===== src/rtl/db15_serial_reader.sv =====
// Serial DB15 joystick adapter reader: clocks 32 bits out of the adapter's shift chain and publishes two active-high 16-bit words.
// Optional macro DB15_DEBOUNCE_EN: publish a frame only when it matches the previous captured frame.
`timescale 1ns/1ps

module db15_serial_reader #(
   parameter int CLK_DIV   = 64,
   parameter int FRAME_GAP = 16
) (
   input  logic        clk,
   input  logic        reset,
   input  logic        joy_data,
   output logic        joy_clk,
   output logic        joy_load,
   output logic [15:0] joystick1,
   output logic [15:0] joystick2,
   output logic        frame_done
);

   localparam int DIV_W = (CLK_DIV > 2) ? $clog2(CLK_DIV) : 1;
   localparam int GAP_W = $clog2(FRAME_GAP + 1);

   typedef enum logic [2:0] {
      IDLE,
      LOAD,
      HI,
      LO,
      DONE
   } state_t;

   state_t            state_q, state_d;
   logic [DIV_W-1:0]  divCnt_q, divCnt_d;
   logic [GAP_W-1:0]  gapCnt_q, gapCnt_d;
   logic [4:0]        bitIdx_q, bitIdx_d;
   logic [31:0]       sr_q, sr_d;
   logic              dataIn_q;
   logic              joyClk_q, joyClk_d;
   logic              joyLoad_q, joyLoad_d;
   logic [15:0]       joy1_q, joy1_d;
   logic [15:0]       joy2_q, joy2_d;
   logic              frameDone_q, frameDone_d;
   logic              tick;
   logic              acceptFrame;

   assign tick = (divCnt_q == DIV_W'(CLK_DIV - 1));

`ifdef DB15_DEBOUNCE_EN
   logic [31:0] prev_q, prev_d;

   // A frame is only trusted once two consecutive captures agree.
   always_comb begin
      prev_d      = prev_q;
      acceptFrame = (sr_q == prev_q);
      if (state_d == DONE) begin
         prev_d = sr_q;
      end
   end

   always_ff @(posedge clk) begin
      if (reset) begin
         prev_q <= 32'hFFFF_FFFF;
      end else begin
         prev_q <= prev_d;
      end
   end
`else
   assign acceptFrame = 1'b1;
`endif

   // Sequencer: every transition except DONE->IDLE waits for a divider tick.
   always_comb begin
      divCnt_d = tick ? '0 : divCnt_q + DIV_W'(1);
      state_d  = state_q;
      gapCnt_d = gapCnt_q;
      bitIdx_d = bitIdx_q;
      sr_d     = sr_q;
      unique case (state_q)
         IDLE: begin
            if (tick) begin
               if (gapCnt_q == GAP_W'(FRAME_GAP - 1)) begin
                  gapCnt_d = '0;
                  state_d  = LOAD;
               end else begin
                  gapCnt_d = gapCnt_q + GAP_W'(1);
               end
            end
         end
         LOAD: begin
            if (tick) begin
               bitIdx_d = 5'd0;
               state_d  = HI;
            end
         end
         HI: begin
            if (tick) begin
               sr_d[bitIdx_q] = dataIn_q;
               state_d        = LO;
            end
         end
         LO: begin
            if (tick) begin
               if (bitIdx_q == 5'd31) begin
                  state_d = DONE;
               end else begin
                  bitIdx_d = bitIdx_q + 5'd1;
                  state_d  = HI;
               end
            end
         end
         DONE: begin
            state_d = IDLE;
         end
         default: begin
            state_d = IDLE;
         end
      endcase
   end

   // Pins and output words are registered from the next state so they change with the state itself.
   always_comb begin
      joyClk_d    = (state_d != LO);
      joyLoad_d   = (state_d != LOAD);
      joy1_d      = joy1_q;
      joy2_d      = joy2_q;
      frameDone_d = 1'b0;
      if ((state_d == DONE) && acceptFrame) begin
         joy1_d      = ~sr_q[15:0];
         joy2_d      = ~sr_q[31:16];
         frameDone_d = 1'b1;
      end
   end

   always_ff @(posedge clk) begin
      if (reset) begin
         state_q     <= IDLE;
         divCnt_q    <= '0;
         gapCnt_q    <= '0;
         bitIdx_q    <= 5'd0;
         sr_q        <= 32'd0;
         dataIn_q    <= 1'b1;
         joyClk_q    <= 1'b1;
         joyLoad_q   <= 1'b1;
         joy1_q      <= 16'd0;
         joy2_q      <= 16'd0;
         frameDone_q <= 1'b0;
      end else begin
         state_q     <= state_d;
         divCnt_q    <= divCnt_d;
         gapCnt_q    <= gapCnt_d;
         bitIdx_q    <= bitIdx_d;
         sr_q        <= sr_d;
         dataIn_q    <= joy_data;
         joyClk_q    <= joyClk_d;
         joyLoad_q   <= joyLoad_d;
         joy1_q      <= joy1_d;
         joy2_q      <= joy2_d;
         frameDone_q <= frameDone_d;
      end
   end

   assign joy_clk    = joyClk_q;
   assign joy_load   = joyLoad_q;
   assign joystick1  = joy1_q;
   assign joystick2  = joy2_q;
   assign frame_done = frameDone_q;

endmodule


===== config.mk =====
export PLATFORM = sky130hd
export DESIGN_NAME = db15_serial_reader
export DESIGN_NICKNAME = d
export VERILOG_FILES = /design/src/rtl/db15_serial_reader.sv
export SDC_FILE = /design/constraint.sdc
export NUM_CORES = 1
export LEC_CHECK = 0
export BUFFER_PORTS_ARGS = -buffer_cell sky130_fd_sc_hd__buf_2
export CAP_MARGIN = 10
export CORE_MARGIN = 2
export CORE_UTILIZATION = 58
export CTS_CLUSTER_DIAMETER = 30
export CTS_CLUSTER_SIZE = 20
export DETAILED_ROUTE_END_ITERATION = 7
export PLACE_DENSITY = 0.79
export SLEW_MARGIN = 5
export SYNTH_ARGS = -nofsm -noshare
export SYNTH_HDL_FRONTEND = slang
export SYNTH_SLANG_ARGS = --single-unit

===== constraint.sdc =====
create_clock -name clk -period 2.65 [get_ports clk]
set_clock_uncertainty 0.05 [all_clocks]
set_input_delay 0 -clock clk [delete_from_list [all_inputs] [get_ports clk]]
set_output_delay 0 -clock clk [all_outputs]
set_load 0.03 [all_outputs]

; Yosys cells after proc, flatten, opt, wreduce, memory -nomap -nowiden
; Index checks and enable logic that the tools add are counted.
[word_totals]
regBits = 87
in_bits = 3
output_inout_bits = 35
wordCells = 53
[op_classes]
n_addsub = 3
magnitude_cmp = 2
eq_ne = 12
mux = 16
bitwise_logic = 2
reduce_logical = 7
[ops]
columns = op, count
row1 = $bwmux W32, 1
row2 = $not A16 Y16, 2
row3 = $mux W5, 4
row4 = $mux W3, 6
row5 = $pmux W3 S4, 1
row6 = $add A5 B1 Y5 const B, 2
row7 = $pmux W5 S2, 1
row8 = $add A6 B1 Y6 const B, 1
row9 = $eq A3 B2 Y1 const B, 2
row10 = $eq A6 B6 Y1 const B, 1
row11 = $lt A5 B6 Y1 const B, 1
row12 = $ne A2 B2 Y1 const B, 3
row13 = $demux W1 S5, 1
row14 = $eq A5 B4 Y1 const B, 1
row15 = $eq A5 B5 Y1 const B, 1
row16 = $ge A5 B1 Y1 const B, 1
row17 = $reduce_and A2 Y1, 2
row18 = $reduce_and A4 Y1, 1
row19 = $eq A3 B1 Y1 const B, 1
row20 = $eq A3 B3 Y1 const B, 1
row21 = $logic_not A3 Y1, 1
row22 = $ne A3 B1 Y1 const B, 1
row23 = $ne A3 B2 Y1 const B, 1
row24 = $mux W1, 2
row25 = 3 further kinds, 3

; Depth between registers and ports, before layout
[logic_depth]
depth_word = 6
mapped_depth = 9
depth_no_buf = 7

; Least setup slack after synthesis
; OpenSTA, ideal clock, no wires.
[synth_path]
kind = register to register
from = register bitIdx_q[2]
to = register joy2_q[10] (netlist: joystick2[10])
setup_ns = 0.132
arrival_ns = 1.855
required_time_ns = 2.468
slack_ns = 0.612
path_stages_with_launch = 10
n_path_buf = 3
synth_period_minus_slack_ns = 2.038
cell_sequence = dfxtp_1 clkbuf_1 and3_1 ha_1 nand3b_1 or3_1 buf_2 buf_2 nand2_1 a21oi_1
[synth_between]
elab_chain_cells = 5
[synth_lines]
columns = item, line
row1 = "start, declared", 33  ; logic [4:0] bitIdx_q, bitIdx_d;
row2 = "start signal, assigned", 149  ; bitIdx_q <= bitIdx_d;
row3 = $eq A5 B5 Y1, 101  ; if (bitIdx_q == 5'd31) begin
row4 = $mux W3, 101
row5 = $mux W3, 100  ; if (tick) begin
row6 = $pmux W3 S4, 76  ; unique case (state_q)
row7 = $eq A3 B3 Y1, 125  ; if ((state_d == DONE) && acceptFrame) begin
row8 = "end signal, assigned", 155  ; joy2_q <= joy2_d;
row9 = "end, declared", 39  ; logic [15:0] joy2_q, joy2_d;
; Every way passes these cells.
; A chain may end at the register's enable or synchronous reset.

; Worst setup path in the final report
[layout_path]
from = register bitIdx_q[1]
to = register joy2_q[2] (netlist: joystick2[2])
; Same word-level chain as after synthesis.

==> out/results.tsv <==
stage	metric	value	unit
drt	routed wire length	7420	um
synthesis	top post-synthesis cells by area	dfxtp_1 (47%), mux2i_1 (5.7%), nand2b_1 (4.8%)	
floorplan	Die H	83.6	um
cells_and_area	layout cells sized above 1	15.4	%
cts	CTS root buffer	clkbuf_8	
worst_setup_path	slowest cell delay on critical path	0.64	ns
global_routing	GRT Max-Usage Layer	met2	
min_path	Hold Path Depth	2	
cells_and_area	# diodes	0	
cells_and_area	final cell count without fillers	522	
global_routing	initial antenna violation count	0	
worst_setup_path	Worst EP arrival	2.56	ns
cts	setup repair bufs after CTS	0	
cts	Worst-Skew Late Latency	0.36	ns
min_path	HP Class	in2reg	
power	Pint	1.66	mW
drt	vias per inst	5.60	
power	pwr dens	531	nW/um2
synthesis	synth unique cells	43	
global_routing	GRT Total Usage	21.9	%
global_routing	met1 Track Usage GR	26.5	%
worst_setup_path	cell mode on critical path	ha_1	
sta	Max-Slew Margin vs Limit	51.8	%
synthesis	Post-synth top cells	dfxtp_1 (87), nor2_1 (43), a21oi_1 (33)	
cells_and_area	Sequential Area	1740	um2
worst_setup_path	Worst Path Max Fanout	18	
worst_setup_path	Slowest-stage cell, CP	or3_1	
worst_setup_path	Worst Setup End Kind	register	
synthesis	most frequent cell after synthesis	dfxtp_1	
global_routing	met2 GRT Util	36.9	%
sta	worst slew pin tran	0.723	ns
synthesis	Synth Cell Area	3670	um2
cts	TritonCTS clock tree	yes	
worst_setup_path	reg-to-reg startpoint	bitIdx_q[1]	
synthesis	flops & latches, synth	87	
flow_run	number of max-cap violations	0	
floorplan	Die X	83.6	um
cts	CTS max path bufs	2	
synthesis	Mapped Cells	411	
global_routing	met3 Track Usage GR	5.74	%
global_routing	grt ovf	0	
power	switching portion of total power	23.3	%
cells_and_area	fillers	525	
global_routing	vias in the first global route	2790	
floorplan	core area	6030	um2
placed_design	hpwl dp	4980	um
power	Pwr Total	2.16	mW
cells_and_area	final design utilization	67.5	%
sta	setup violators final	0	
cts	clk sinks	87	
worst_setup_path	Crit path required time	2.81	ns
sta	Worst Setup Slack, final	0.244	ns
sta	post-route setup TNS	0	ns
min_path	Hold EP	sr_q[25]	
floorplan	initial cell density of the core	60.9	%
synthesis	synth warn	0	
outcome	outcome	complete, no violations	
sta	Tcrit/Tclk final	90.8	%
synthesis	EDFF count, synth	0	
placed_design	Post-Place Setup Slack	0.263	ns
sta	RSZ-0062 raised after global routing	false	
worst_setup_path	FF-to-FF setup slack	0.24	ns
drt	DRT Pass-1 Iters	5	
cells_and_area	nets	452	
floorplan	Die Area	6980	um2
placed_design	PortBufs	37	
sta	Slew Limit Fails	0	
power	Clk pwr share	37.1	%
worst_setup_path	critical path type	reg2reg	
worst_setup_path	cell family with most CP delay	simple AND/OR/NAND/NOR gates	
synthesis	Main synth FF type	dfxtp_1	
sta	Hold Fails Final Rpt	0	
synthesis	register area share after synthesis	47.4	%
worst_setup_path	reg-to-reg endpoint	joystick2[2]	
drt	Routed Antenna Nets	0	
worst_setup_path	CP startpoint kind	register	
cells_and_area	area occupied by multi-input gates	1780	um2
cts	clk slew on worst S/H paths	0.09	ns
floorplan	row count	28	
power	VDD IR max	449	uV
drt	Avg WL per Cell	14.2	um
placed_design	dpl cells	505	
global_routing	maximum number of pins on one net before global-route repair	43	
global_routing	first-pass GRT wire length	12500	um
worst_setup_path	Worst R2R Path Depth	7	
power	Flop pwr share	60.8	%
drt	initial detailed-routing violation count	152	
synthesis	post-synthesis async set-or-reset flop share	0	%
drt	via count	2924	
synthesis	leading area contributor after synthesis	dfxtp_1	
floorplan	I/O pins	38	
synthesis	post-synth top area share	47.4	%
cts	htree depth	3	
worst_setup_path	Buf/Inv on CP	0	
power	Gate power share	2.0	%
synthesis	average size of a mapped cell	8.93	um2
synthesis	Mapped Nets	421	
sta	Max Fclk	416	MHz
sta	post-route minimum period	2.41	ns
drt	DRC	0	
cells_and_area	Layout area overhead	10.8	%
placed_design	Final GP Congestion	0.798	
min_path	Min-Delay Startpoint	reset	
power	Sw Pwr	0.503	mW
cts	CTS Buf Count	9	
worst_setup_path	CP Cell Sequence	ha_1 > and3_1 > ha_1 > nand3b_1 > or3_1 > nand2_1 > a21oi_1	
power	Pleak	1.55	nW
## logic make-up (layout without fill, tap and decap cells)
logic type	after synthesis	after routing	share of synthesized area [%]
AOI/OAI and AO/OA	76	76	12.1
xor gates and xnor gates	5	5	1.19
adders and majority gates	7	7	2.38
buffers and inverters	34	70	4.40
DFF	87	87	47.4
muxes	21	21	5.72
and+or+nand+nor	181	181	26.8
## worst register-to-register path, delay by kind of cell, from the launching register on
family,cells,cell delay [ns]
simple gates,4,1.18
fa+ha+maj,2,0.54
flops,1,0.41
compound gates,1,0.08
## layout by cell type, fill, tap and decap left out, types with 2 or more instances in the layout
| cell | instances |
|---|---|
| xor2_1 | 2 |
| a211oi_1 | 17 |
| a21oi_1 | 33 |
| clkinvlp_4 | 3 |
| and3_1 | 4 |
| buf_2 | 37 |
| or3b_2 | 2 |
| and4b_1 | 3 |
| nor4_1 | 2 |
| and3b_1 | 2 |
| clkbuf_8 | 9 |
| ha_1 | 7 |
| nand2b_1 | 28 |
| dfxtp_1 | 87 |
| and2_1 | 3 |
| buf_4 | 10 |
| xnor2_1 | 3 |
| o21ai_0 | 19 |
| nand4b_1 | 3 |
| inv_1 | 6 |
| nor3b_1 | 4 |
| nand3b_1 | 4 |
| nand4_1 | 11 |
| nor2_1 | 43 |
| clkinv_2 | 3 |
| nand2_1 | 28 |
| or3_1 | 12 |
| nor3_1 | 9 |
| mux2i_1 | 21 |
| nand3_1 | 17 |
## timing repair
action | 4_1_cts | 5_1_grt
hold buffers | 1 | 0
resized for setup | 0 | 0
endpoints found under the setup margin | 0 | 0
endpoints found under the hold margin | 1 | 0
## flip-flops by register name, indices dropped and copies added (netlist names)
signal,count
joy_load,1
sr_q,32
dataIn_q,1
joystick2,16
divCnt_q,6
state_q,3
bitIdx_q,5
joy_clk,1
gapCnt_q,5
frame_done,1
joystick1,16
## layout make-up
cell class | count | area share (%)
clock buffers | 10 | 3.14
clock inverters | 6 | 0.923
inverters | 6 | 0.554
multi-input cells | 290 | 43.6
flip-flops and latches | 87 | 42.8
well taps | 75 | 2.31
repair buffers | 48 | 6.64
## stage by stage
step	instance area, um2	hold slack [ns]
finish	4070	0.125
CTS	4070	0.116
floorplan	3670	0.0461
global route	4070	0.163
global placement	3890	0.141
detailed placement	3890	0.139
## how the worst max path moves through the flow
stage	from	end	slack, ns	depth (start not counted)
floorplan	bitIdx_q[2]	joystick2[10]	0.61	9
global route	bitIdx_q[1]	joystick2[2]	0.10	7
global placement	bitIdx_q[0]	joystick2[0]	0.43	7
finish	bitIdx_q[1]	joystick2[2]	0.24	7
CTS	bitIdx_q[1]	joystick2[2]	0.24	7
detailed placement	bitIdx_q[1]	joystick2[2]	0.26	7
## routing by layer
layer / wire (um) / up-vias
li1: - / 1497
met2: 3570 / 61
met1: 3380 / 1357
met3: 376 / 9
met4: 92 / 0
met5: 0 / -
## power by group through the flow
| stage | Combinational [mW] | Clock, mW | Sequential, mW |
|---|---|---|---|
| after floorplan | 0.0318 | 0 | 1.34 |
| after global placement | 0.0413 | 0 | 1.35 |
| after detailed placement | 0.0422 | 0 | 1.35 |
| after CTS | 0.0435 | 0.817 | 1.32 |
| after global routing | 0.0488 | 0.869 | 1.32 |
| final | 0.0436 | 0.803 | 1.32 |
(Power assumes the default switching activity.)
